**config.mk**
```make
export PLATFORM = sky130hd
export DESIGN_NAME = wb_dma_engine
export DESIGN_NICKNAME = d
export VERILOG_FILES = /design/src/rtl/dma_pkg.sv /design/src/rtl/dma_wb_req.sv /design/src/rtl/wb_dma_engine.sv
export SDC_FILE = /design/constraint.sdc
export NUM_CORES = 1
export LEC_CHECK = 0
export ABC_AREA = 1
export BUFFER_PORTS_ARGS = -buffer_cell sky130_fd_sc_hd__clkbuf_2
export CAP_MARGIN = 15
export CORE_MARGIN = 2
export CORE_UTILIZATION = 30
export CTS_CLUSTER_SIZE = 28
export DETAILED_ROUTE_END_ITERATION = 7
export GPL_ROUTABILITY_DRIVEN = 0
export PLACE_DENSITY_LB_ADDON = 0.2
export REMOVE_ABC_BUFFERS = 1
export SLEW_MARGIN = 20
export SYNTH_ARGS = -nofsm -noshare
export SYNTH_HDL_FRONTEND = slang
export SYNTH_SLANG_ARGS = --single-unit
```
**constraint.sdc**
```tcl
create_clock -name wb_clk_i -period 1.9 [get_ports wb_clk_i]
set_input_delay 0.095 -clock wb_clk_i [delete_from_list [all_inputs] [get_ports wb_clk_i]]
set_output_delay 0.095 -clock wb_clk_i [all_outputs]
set_load 0.005 [all_outputs]
```
**src/rtl/dma_pkg.sv**
```systemverilog
// Shared definitions for the single-channel Wishbone DMA engine: FSM encoding,
// direction constants and the default bus timeout.
package dma_pkg;

    localparam logic [2:0] S_IDLE    = 3'd0;
    localparam logic [2:0] S_RD_REQ  = 3'd1;
    localparam logic [2:0] S_RD_HOLD = 3'd2;
    localparam logic [2:0] S_WR_WAIT = 3'd3;
    localparam logic [2:0] S_WR_REQ  = 3'd4;
    localparam logic [2:0] S_DONE    = 3'd5;

    localparam logic DIR_M2S = 1'b0;
    localparam logic DIR_S2M = 1'b1;

    localparam int unsigned TIMEOUT_DEFAULT = 255;

    function automatic logic is_bus_state(input logic [2:0] state);
        return (state == S_RD_REQ) || (state == S_WR_REQ);
    endfunction

endpackage

```
**src/rtl/dma_wb_req.sv**
```systemverilog
// Single-beat classic Wishbone request driver with ack timeout; the request is
// held for as long as the FSM keeps i_req high.
import dma_pkg::*;

module dma_wb_req #(
    parameter int unsigned TIMEOUT = TIMEOUT_DEFAULT
) (
    input  logic        i_clk,
    input  logic        i_rst_n,
    input  logic        i_req,
    input  logic        i_we,
    input  logic [31:0] i_adr,
    input  logic [31:0] i_dat,
    input  logic        i_ack,
    output logic        o_cyc,
    output logic        o_stb,
    output logic        o_we,
    output logic [3:0]  o_sel,
    output logic [31:0] o_adr,
    output logic [31:0] o_dat,
    output logic        o_done,
    output logic        o_timeout
);

    logic [7:0] r_cnt;

    // Counter is zero whenever no request is open, so every request starts fresh.
    always_ff @(posedge i_clk or negedge i_rst_n) begin
        if (!i_rst_n) begin
            r_cnt <= 8'd0;
        end else if (!i_req || i_ack) begin
            r_cnt <= 8'd0;
        end else begin
            r_cnt <= r_cnt + 8'd1;
        end
    end

    always_comb begin
        o_cyc     = i_req;
        o_stb     = i_req;
        o_we      = i_req & i_we;
        o_sel     = i_req ? 4'hF : 4'h0;
        o_adr     = i_req ? i_adr : 32'd0;
        o_dat     = (i_req && i_we) ? i_dat : 32'd0;
        o_done    = i_req & i_ack;
        o_timeout = i_req & ~i_ack & (r_cnt == 8'(TIMEOUT - 1));
    end

endmodule

```
**src/rtl/wb_dma_engine.sv**
```systemverilog
// Single-channel DMA master: moves a block of 32-bit words between RAM (Wishbone)
// and an AXI-Stream, one bus access at a time.
import dma_pkg::*;

module wb_dma_engine #(
    parameter int unsigned LEN_W   = 16,
    parameter int unsigned TIMEOUT = TIMEOUT_DEFAULT
) (
    input  logic             wb_clk_i,
    input  logic             wb_rst_n_i,
    input  logic             start_i,
    input  logic             dir_i,
    input  logic [31:0]      base_i,
    input  logic [LEN_W-1:0] len_i,
    output logic             busy_o,
    output logic             done_o,
    output logic             err_o,
    output logic             wbm_stb_o,
    output logic             wbm_cyc_o,
    output logic             wbm_we_o,
    output logic [3:0]       wbm_sel_o,
    output logic [31:0]      wbm_adr_o,
    output logic [31:0]      wbm_dat_o,
    input  logic             wbm_ack_i,
    input  logic [31:0]      wbm_dat_i,
    output logic             m_tvalid_o,
    output logic [31:0]      m_tdata_o,
    output logic             m_tlast_o,
    input  logic             m_tready_i,
    input  logic             s_tvalid_i,
    input  logic [31:0]      s_tdata_i,
    output logic             s_tready_o
);

    logic [2:0]       r_state;
    logic [31:0]      r_addr;
    logic [LEN_W-1:0] r_remain;
    logic [31:0]      r_buf;
    logic             r_err;

    logic [2:0] w_state_d;
    logic       w_req;
    logic       w_we;
    logic       w_bus_done;
    logic       w_timeout;
    logic       w_accept;
    logic       w_adv;
    logic       w_cap_rd;
    logic       w_cap_wr;
    logic       w_set_err;
    logic       w_last;

    assign w_req  = is_bus_state(r_state);
    assign w_we   = (r_state == S_WR_REQ);
    assign w_last = (r_remain == LEN_W'(1));

    dma_wb_req #(
        .TIMEOUT (TIMEOUT)
    ) u_wb_req (
        .i_clk     (wb_clk_i),
        .i_rst_n   (wb_rst_n_i),
        .i_req     (w_req),
        .i_we      (w_we),
        .i_adr     (r_addr),
        .i_dat     (r_buf),
        .i_ack     (wbm_ack_i),
        .o_cyc     (wbm_cyc_o),
        .o_stb     (wbm_stb_o),
        .o_we      (wbm_we_o),
        .o_sel     (wbm_sel_o),
        .o_adr     (wbm_adr_o),
        .o_dat     (wbm_dat_o),
        .o_done    (w_bus_done),
        .o_timeout (w_timeout)
    );

    always_comb begin
        w_state_d = r_state;
        w_accept  = 1'b0;
        w_adv     = 1'b0;
        w_cap_rd  = 1'b0;
        w_cap_wr  = 1'b0;
        w_set_err = 1'b0;
        case (r_state)
            S_IDLE: begin
                if (start_i) begin
                    w_accept = 1'b1;
                    if (len_i == '0) begin
                        w_state_d = S_DONE;
                    end else if (dir_i == DIR_S2M) begin
                        w_state_d = S_WR_WAIT;
                    end else begin
                        w_state_d = S_RD_REQ;
                    end
                end
            end
            S_RD_REQ: begin
                if (w_bus_done) begin
                    w_cap_rd  = 1'b1;
                    w_state_d = S_RD_HOLD;
                end else if (w_timeout) begin
                    w_set_err = 1'b1;
                    w_state_d = S_DONE;
                end
            end
            S_RD_HOLD: begin
                if (m_tready_i) begin
                    w_adv     = 1'b1;
                    w_state_d = w_last ? S_DONE : S_RD_REQ;
                end
            end
            S_WR_WAIT: begin
                if (s_tvalid_i) begin
                    w_cap_wr  = 1'b1;
                    w_state_d = S_WR_REQ;
                end
            end
            S_WR_REQ: begin
                if (w_bus_done) begin
                    w_adv     = 1'b1;
                    w_state_d = w_last ? S_DONE : S_WR_WAIT;
                end else if (w_timeout) begin
                    w_set_err = 1'b1;
                    w_state_d = S_DONE;
                end
            end
            S_DONE:  w_state_d = S_IDLE;
            default: w_state_d = S_IDLE;
        endcase
    end

    always_ff @(posedge wb_clk_i or negedge wb_rst_n_i) begin
        if (!wb_rst_n_i) begin
            r_state  <= S_IDLE;
            r_addr   <= 32'd0;
            r_remain <= '0;
            r_buf    <= 32'd0;
            r_err    <= 1'b0;
        end else begin
            r_state <= w_state_d;
            if (w_accept) begin
                r_addr   <= {base_i[31:2], 2'b00};
                r_remain <= len_i;
                r_err    <= 1'b0;
            end
            // Address wraps naturally modulo 2^32.
            if (w_adv) begin
                r_remain <= r_remain - LEN_W'(1);
                r_addr   <= r_addr + 32'd4;
            end
            if (w_cap_rd) begin
                r_buf <= wbm_dat_i;
            end
            if (w_cap_wr) begin
                r_buf <= s_tdata_i;
            end
            if (w_set_err) begin
                r_err <= 1'b1;
            end
        end
    end

    always_comb begin
        busy_o     = (r_state != S_IDLE) && (r_state != S_DONE);
        done_o     = (r_state == S_DONE);
        err_o      = r_err;
        m_tvalid_o = (r_state == S_RD_HOLD);
        m_tdata_o  = (r_state == S_RD_HOLD) ? r_buf : 32'd0;
        m_tlast_o  = (r_state == S_RD_HOLD) && w_last;
        s_tready_o = (r_state == S_WR_WAIT);
    end

endmodule

```
==> impl_metrics.yaml, run 1 <==
worst_setup_path:
  cp-start-kind: "register"
  startpoint: "r_state[1]"
  cp.arrival_ns: 1.69
  critPathRequiredTime_ns: 1.80
  worstSetupPathType: "reg2out"
  critPathCaptureType: "output pin"
  r2r_start: "r_state[1]"
  path_max_fanout: 4
clock_tree:
  cts_buffers: 9
  clock_path_buffers: 2
  cts_sinks: 90
  path_clk_slew_ns: 0.07
  cts_max_level: 3
  cts_root_buffer: "clkbuf_16"
  cts_tree: "done"
  clock_latency_ns: 0.34
yosys:
  syn_area_sq_mm: 0.00620
  postSynthAreaPerCell_sq_um: 6.51
  async_reset_ff_share_pct: 100
  synth_top_cell_area_share_pct: 36.3
  synth_commonest_cells: "nand2_1, nor2_1, inv_1"
  ys_seq_area_share_pct: 36.3
  syn_inst: 952
  yosysMostFrequentCell: "nand2_1"
  ys_ff_latch: 90
  synth_edf_count: 0
  yosysWarnings: 0
  ys_dominant_reg_cell: "dfrtp_1"
  ys_top_cells_by_area: "dfrtp_1, nand2_1, nor2_1, inv_1, nand3_1"
  synth_top_area_cell: "dfrtp_1"
  ys_types: 36
sta:
  max_slew_margin_pct: 65.1
  hold_viol: 0
  period_needed_ns: 1.78
  skew_ns: 0.00765
  rsz0062_at_grt: "no"
  drv_slew: 0
  setup_violations: 0
  maxClockFrequency_mhz: 561
  worst_pin_slew_ns: 0.523
  period_share_pct: 93.8
grt:
  grt_pass1_vias: 6471
  grt_first_pass_wirelength_um: 33300
  track_usage_pct: 19.3
  grt_max_degree: 65
  antenna_found_initial: 1
  overflow: 0
detailed_routing:
  drt_iter0_drc: 277
  num_vias: 6776
  post_drt_wl_per_cell_um: 14.6
  antenna_left: 0
  dr.pass1.iters: 5
  viasPerCell: 4.62
  route.detailed.drc: 0
  routed_wl_um: 21400
power:
  p_leak_uw: 0.00421
  ir_drop_v: 0.000466
  power_density_mw_per_mm2: 1330
floorplan:
  row_count: 52
  io-pin-count: 228
  die_w_um: 148
  die_h_um: 148
  start_util_pct: 30.7
  die_area_sq_mm: 0.0218
  core_area_sq_mm: 0.0202
outcome:
  status: "complete, no violations"
cells_and_area:
  final_core_utilization_pct: 40.5
  fin_nets: 1315
  layout-drive-gt1-share_pct: 27.4
  syn2layout_area_growth_pct: 32.0
  finalNonFillerCells: 1467
run:
  maxCapViolCount: 0
placement:
  dp_hpwl_um: 15900
  place_inst: 1429
  portBuffers: 223
hold_path:
  min_from: "base_i[17]"
  hold_class: "in2reg"
[logic make-up after synthesis]
| kind of cell | Yosys count | synth area share, % |
|---|---|---|
| XOR/XNOR | 11 | 1.55 |
| buffers and inverters | 146 | 10.1 |
| other | 1 | 0.0605 |
| AO/OA/AOI/OAI | 124 | 12.2 |
| AND/OR/NAND/NOR | 575 | 38.8 |
| adder cells (fa/ha/maj) | 5 | 1.01 |
| flip-flops | 90 | 36.3 |
[critical path, stage by stage, from the launching register on]
cell and delay [ns]:
dfrtp_1 0.42, buf_4 0.16, inv_1 0.09, nand3_4 0.10
nand2_2 0.10, inv_2 0.07, nor2_1 0.22, clkbuf_2 0.20
[routing by layer]
metal / routed length (um) / vias to the layer above / part of all wire, % / GRT usage (%)
met5: 0 / - / 0 / 0
met4: 333 / 0 / 1.6 / 5.19
met3: 1540 / 18 / 7.2 / 4.38
met2: 10200 / 216 / 48 / 32.4
met1: 9340 / 3063 / 44 / 25.0
li1: - / 3479 / - / -
[state kept, by name, indices dropped and copies added, names as in the netlist]
name,cells
err_o,1
r_addr,30
r_remain,16
r_buf,32
u_wb_req.r_cnt,8
r_state,3
[placed cells by master, fill, tap and decap left out, types with 11 or more instances in the layout]
cell type and n:
nand2_1 229, clkbuf_2 221, nor2_1 220, inv_1 95
dfrtp_1 89, nand3_1 65, o21ai_0 52, or2_2 32
o211ai_1 31, buf_4 25, dlygate4sd3_1 16, o21ai_1 11
[power by group]
| group | internal (uW) | leakage [uW] | switching [uW] |
|---|---|---|---|
| clock | 885 | 0.000129 | 795 |
| sequential | 2790 | 0.00111 | 711 |
| combinational | 2120 | 0.00297 | 3620 |
| total | 5790 | 0.00421 | 5120 |
[stage by stage]
| stage | power [uW] | hold WS [ns] | worst slack, ns | cell area (sq um) | TNS, ns |
|---|---|---|---|---|---|
| after global routing | 12000 | 0.0171 | 0.00641 | 8190 | 0 |
| final | 10900 | 0.0174 | 0.118 | 8190 | 0 |
| after floorplan | 6760 | -0.201 | -0.592 | 5970 | -26.80 |
| after CTS | 10800 | 0.000927 | -0.00675 | 8100 | -0.00887 |
| after detailed placement | 9020 | 0.0925 | 0.0114 | 7650 | 0 |
| after global placement | 8970 | 0.0951 | 0.0598 | 7650 | 0 |
[layout make-up]
type | count | area [sq um]
fillers | 2169 | 12000
clock buffers | 11 | 233
flip-flops and latches | 90 | 2250
well taps | 270 | 338
multi-input cells | 718 | 3380
clock inverters | 5 | 31.3
inverters | 102 | 388
diodes | 1 | 2.50
repair buffers | 270 | 1560
[what timing repair did]
action	CTS	global route
endpoints found under the setup margin	33	97
gates resized for setup	4	17
hold endpoints to repair	43	0
buffers inserted	1	3
gates cloned	0	1
hold buffers	16	0
pin swaps	1	0
[worst paths after layout]
kind,endpoint,slack (ns),depth (start not counted)
worst max-delay path,wbm_adr_o[15],0.12,7
worst min-delay path,r_addr[17],0.02,3
worst max register to register,r_addr[13],0.16,8
worst min register to register,err_o,0.48,2
max in group asynchronous,r_addr[13],1.03,3
min in group asynchronous,r_remain[13],0.25,2
Power figures use the tool's default switching activity.
==> run 2, diff against run 1 <==
==> constraint.sdc (replaced) <==
create_clock -name wb_clk_i -period 1.9 [get_ports wb_clk_i]
set_input_delay 0.38 -clock wb_clk_i [delete_from_list [all_inputs] [get_ports wb_clk_i]]
set_output_delay 0.38 -clock wb_clk_i [all_outputs]
set_load 0.005 [all_outputs]
==> run 2 against run 1 <==
  * The flow now finishes with violations (negative setup slack)
  * Flip-flop and latch count unchanged
  * Count of clock-buffer cells in the layout unchanged
  * Core utilization up 1.4 points
  * Largest power group unchanged
  * Highest routed layer unchanged
==> impl_metrics.yaml, run 2 (same netlist as run 1, synthesis figures left out) <==
grt:
  antenna_found_initial: 0
  met3_usage_pct: 4.63
  grt_first_pass_wirelength_um: 33600
  met1_usage_pct: 25.8
  overflow: 0
  top_usage_layer: "met2"
  grtUsageMet2_pct: 32.1
  grt_max_degree: 65
  track_usage_pct: 19.5
  grt_pass1_vias: 6446
run:
  maxCapViolCount: 0
detailed_routing:
  viasPerCell: 4.63
  num_vias: 6771
  dr.pass1.iters: 5
  antenna_left: 0
  drt_iter0_drc: 298
  routed_wl_um: 21300
  post_drt_wl_per_cell_um: 14.5
  route.detailed.drc: 0
worst_setup_path:
  startpoint: "r_state[0]"
  rr_worst_depth: 12
  critPathCaptureType: "output pin"
  cp.arrival_ns: 1.59
  worstSetupPathType: "reg2out"
  path_depth: 7
  cp-start-kind: "register"
  r2r_end: "r_state[1]"
  crit_end: "wbm_adr_o[16]"
  path_cells: "nor2_4 -> nand2_4 -> nand2_2 -> inv_4 -> buf_12 -> nor2_2 -> clkbuf_2"
  ff2ff_setup_slack_ns: 0.11
  critPathMaxStageDelay_ns: 0.44
  cp_top_family: "flip-flops"
  path_max_fanout: 16
  crit_buf_inv: 3
  r2r_start: "r_remain[2]"
  critPathSlowestCell: "dfrtp_2"
  critPathRequiredTime_ns: 1.52
cells_and_area:
  fin_nets: 1315
  layout-drive-gt1-share_pct: 32.9
  finalNonFillerCells: 1464
  largest_reg_flops: 32
  final_area_sq_mm: 0.00846
  final_common_cell: "nand2_1"
  syn2layout_area_growth_pct: 36.5
  n_antenna_cell: 0
  final_core_utilization_pct: 41.8
  regMostFlops: "r_buf"
  final_cell_mix: "nand2_1, clkbuf_2, nor2_1, inv_1, dfrtp_1"
  reg.largest.list: "r_buf: 32 flops, r_addr: 30 flops, r_remain: 16 flops"
sta:
  rsz0062_at_grt: "yes"
  period_share_pct: 104
  setup_violations: 24
  maxClockFrequency_mhz: 508
  hold_viol: 0
  skew_ns: 0.00911
  period_needed_ns: 1.97
  worst_slack_ns: -0.0681
  drv_slew: 0
floorplan:
  start_util_pct: 30.7
  core_area_sq_mm: 0.0202
  row_count: 52
  die_h_um: 148
  io-pin-count: 228
  die_w_um: 148
  die_area_sq_mm: 0.0218
clock_tree:
  cts_sinks: 90
  path_clk_slew_ns: 0.07
  cts_buffers: 9
  cts_max_level: 3
  clock_path_buffers: 2
  cts_tree: "done"
  cts_root_buffer: "clkbuf_16"
  clock_latency_ns: 0.34
placement:
  place_inst: 1430
  portBuffers: 223
  dp_hpwl_um: 15800
  postPlaceCellArea_sq_mm: 0.00776
power:
  fin_total_pwr_uw: 11800
  power_density_mw_per_mm2: 1400
  p_leak_uw: 0.00429
  ir_drop_v: 0.000559
hold_path:
  min_from: "base_i[5]"
  hold_class: "in2reg"
outcome:
  status: "finished, violations left"
  violations: "negative setup slack"
## run 2: per-layer routing
| metal | share of wire [%] | routed length (um) |
|---|---|---|
| met1 | 44 | 9380 |
| met2 | 48 | 10100 |
| met3 | 7.1 | 1510 |
| met4 | 1.2 | 263 |
| met5 | 0 | 0 |
## run 2: worst min-delay path: stages
cell      delay (ns)
clkbuf_2        0.08
nand2_1         0.06
o211ai_2        0.05
## run 2: how the worst min path moves through the flow
stage | end | depth (start not counted)
final | r_addr[5] | 3
after global routing | r_addr[5] | 3
after CTS | r_addr[5] | 3
after detailed placement | r_remain[13] | 1
after global placement | r_remain[13] | 1
after floorplan | err_o | 0
## run 2: layout make-up
class | count | area, sq um
repair buffers | 271 | 1640
inverters | 102 | 388
multi-input cells | 717 | 3540
clock buffers | 11 | 243
well taps | 270 | 338
flip-flops and latches | 90 | 2260
fillers | 2182 | 11800
clock inverters | 3 | 65.1
## run 2: where the power goes
| group | switching, uW | total, uW | internal, uW | leakage [uW] |
|---|---|---|---|---|
| clock | 778 | 1950 | 1170 | 0.000151 |
| sequential | 709 | 3510 | 2800 | 0.00111 |
| combinational | 3900 | 6370 | 2470 | 0.00302 |
## run 2: repair_timing
item                                   4_1_cts  5_1_grt
gates resized for setup                     38       46
hold buffers                                 1        0
endpoints found under the hold margin       27        0
gates cloned                                 1        0
setup buffers                               13        5
pin swaps                                    3        2
setup endpoints to repair                   45       97
## run 2: metrics by stage
step / setup slack [ns] / hold slack [ns] / TNS, ns
after floorplan: -0.671 / 0.0844 / -35.43
after global placement: 0.157 / 0.365 / 0
after detailed placement: 0.140 / 0.371 / 0
after CTS: -0.0878 / 0.238 / -1.43
after global routing: -0.143 / 0.261 / -6.53
final: -0.0681 / 0.255 / -0.438
==> run 3, diff against run 2 <==
--- a/config.mk
+++ b/config.mk
@@ -8,8 +8,10 @@
 export ABC_AREA = 1
 export BUFFER_PORTS_ARGS = -buffer_cell sky130_fd_sc_hd__clkbuf_2
 export CAP_MARGIN = 15
+export CELL_PAD_IN_SITES_DETAIL_PLACEMENT = 0
+export CELL_PAD_IN_SITES_GLOBAL_PLACEMENT = 2
 export CORE_MARGIN = 2
-export CORE_UTILIZATION = 30
+export CORE_UTILIZATION = 26
 export CTS_CLUSTER_SIZE = 28
 export DETAILED_ROUTE_END_ITERATION = 7
 export GPL_ROUTABILITY_DRIVEN = 0
==> run 3 against run 2 <==
  * The run still ends with negative setup slack left
  * Register-to-register slack barely moved
  * Sequential power rose by 1%
  * Combinational power rose by 9.6%
  * Flip-flop and latch count did not move
  * Die area rose by 15%
  * Global-route usage fell by 0.89 points
  * Final cell count rose by 3.9%
  * Maximum frequency rose by 0.77%
  * Sequential share of layout area fell by 0.91 points
  * Largest cell class unchanged
  * Largest power group unchanged
  * Highest routed layer unchanged
==> impl_metrics.yaml, run 3 (same netlist as run 1, synthesis figures left out) <==
clock_tree:
  clock_path_buffers: 2
  cts_sinks: 90
  cts_max_level: 3
  path_clk_slew_ns: 0.07
  cts_root_buffer: "clkbuf_16"
  cts_buffers: 9
  clock_latency_ns: 0.36
  cts_tree: "done"
grt:
  grt_max_degree: 65
  track_usage_pct: 18.6
  grt_pass1_vias: 6757
  antenna_found_initial: 0
  overflow: 0
  grt_first_pass_wirelength_um: 36200
sta:
  rsz0062_at_grt: "yes"
  skew_ns: 0.00589
  drv_slew: 0
  maxClockFrequency_mhz: 512
  period_share_pct: 103
  period_needed_ns: 1.95
  setup_violations: 30
  hold_viol: 0
  tns_ns: -1.02
  worst_slack_ns: -0.0532
cells_and_area:
  reg.largest.list: "r_buf: 32 flops, r_addr: 30 flops, r_remain: 16 flops"
  syn2layout_area_growth_pct: 41.6
  regMostFlops: "r_buf"
  final_common_cell: "nand2_1"
  finalNonFillerCells: 1521
  largest_reg_flops: 32
  layout-drive-gt1-share_pct: 32.7
  fin_nets: 1321
  final_cell_mix: "nand2_1, clkbuf_2, nor2_1, inv_1, dfrtp_1"
  n_antenna_cell: 0
  final_area_sq_mm: 0.00878
  final_core_utilization_pct: 37.4
worst_setup_path:
  cp.arrival_ns: 1.57
  critPathSlowestCell: "dfrtp_2"
  path_max_fanout: 7
  cp-start-kind: "register"
  crit_buf_inv: 5
  worstSetupPathType: "reg2out"
  path_cells: "buf_12 -> inv_2 -> nand3_4 -> nand2_4 -> inv_8 -> buf_16 -> nor2_2 -> clkbuf_2"
  critPathRequiredTime_ns: 1.52
  critPathCaptureType: "output pin"
  critPathMaxStageDelay_ns: 0.44
  cp_top_family: "buffers and inverters"
power:
  ir_drop_v: 0.000490
  internal_power_uw: 6960
  comb_power_share_pct: 54.9
  switching_share_pct: 45.3
  p_leak_uw: 0.00439
  p_clk_share_pct: 17.2
  power_density_mw_per_mm2: 1450
  p_seq_share_pct: 28.0
  power_switching_uw: 5770
floorplan:
  die_area_sq_mm: 0.0251
  start_util_pct: 26.4
  row_count: 56
  die_w_um: 158
  io-pin-count: 228
  core_area_sq_mm: 0.0235
  die_h_um: 158
detailed_routing:
  antenna_left: 0
  route.detailed.drc: 0
  viasPerCell: 4.49
  routed_wl_um: 23300
  num_vias: 6836
  dr.pass1.iters: 4
  drt_iter0_drc: 279
  post_drt_wl_per_cell_um: 15.3
placement:
  portBuffers: 223
  place_inst: 1486
  dp_hpwl_um: 17300
  post-place-ws_ns: 0.0684
  postPlaceCellArea_sq_mm: 0.00785
hold_path:
  hold_class: "in2reg"
outcome:
  violations: "negative setup slack"
  status: "finished, violations left"
run:
  maxCapViolCount: 0
## run 3: cell types whose count changed in the layout (fill, tap and decap cells not counted), sizes merged
cell	delta
bufinv	+1
clkbuf	-2
buf	+7
clkinv	+1
inv	+1
## run 3: worst min-delay path: stages
cell,delay [ns]
clkbuf_2,0.08
nand2_1,0.06
o211ai_2,0.06
## run 3: final timing paths
check                           cells after the start  slack (ns)            end       start
worst max-delay path                                8       -0.05  wbm_adr_o[11]  r_state[1]
worst min-delay path                                3        0.24      r_addr[6]   base_i[6]
worst max register to register                      7        0.12       r_buf[1]  r_state[2]
worst min register to register                      2        0.48          err_o       err_o
max in group asynchronous                           3        0.78     r_state[0]  wb_rst_n_i
min in group asynchronous                           2        0.51      r_addr[8]  wb_rst_n_i
## run 3: power groups by stage
| stage | Clock, uW | Combinational [uW] | Sequential [uW] |
|---|---|---|---|
| after floorplan | 0 | 3450 | 3310 |
| after global placement | 0 | 5780 | 3540 |
| after detailed placement | 0 | 5800 | 3540 |
| after CTS | 2240 | 6830 | 3520 |
| after global routing | 2300 | 7890 | 3670 |
| final | 2180 | 6980 | 3560 |
## run 3: repair_timing
item / CTS / global route
resized for setup: 74 / 34
pin swaps: 5 / 4
buffers inserted: 12 / 2
hold buffers: 1 / 0
gates cloned: 3 / 2
setup endpoints to repair: 93 / 129
endpoints found under the hold margin: 25 / 0
## run 3: metal layers
layer  wire length [um]  global-route usage [%]  vias to the layer above
li1                   -                       -                     3504
met1              10500                    24.2                     3189
met2              11500                    31.9                      129
met3               1030                    3.21                       14
met4                278                    5.19                        0
met5                  0                       0                        -
## run 3: area by class of cell
type | instances | area, sq um
inverters | 102 | 398
repair buffers | 277 | 1780
fillers | 2606 | 14700
well taps | 319 | 399
flip-flops and latches | 90 | 2260
clock inverters | 6 | 113
multi-input cells | 717 | 3600
clock buffers | 10 | 239
## run 3: stage by stage
step	hold WS (ns)	power, uW
finish	0.245	12700
CTS	0.241	12600
global placement	0.354	9320
detailed placement	0.355	9330
floorplan	0.0844	6760
global route	0.251	13900
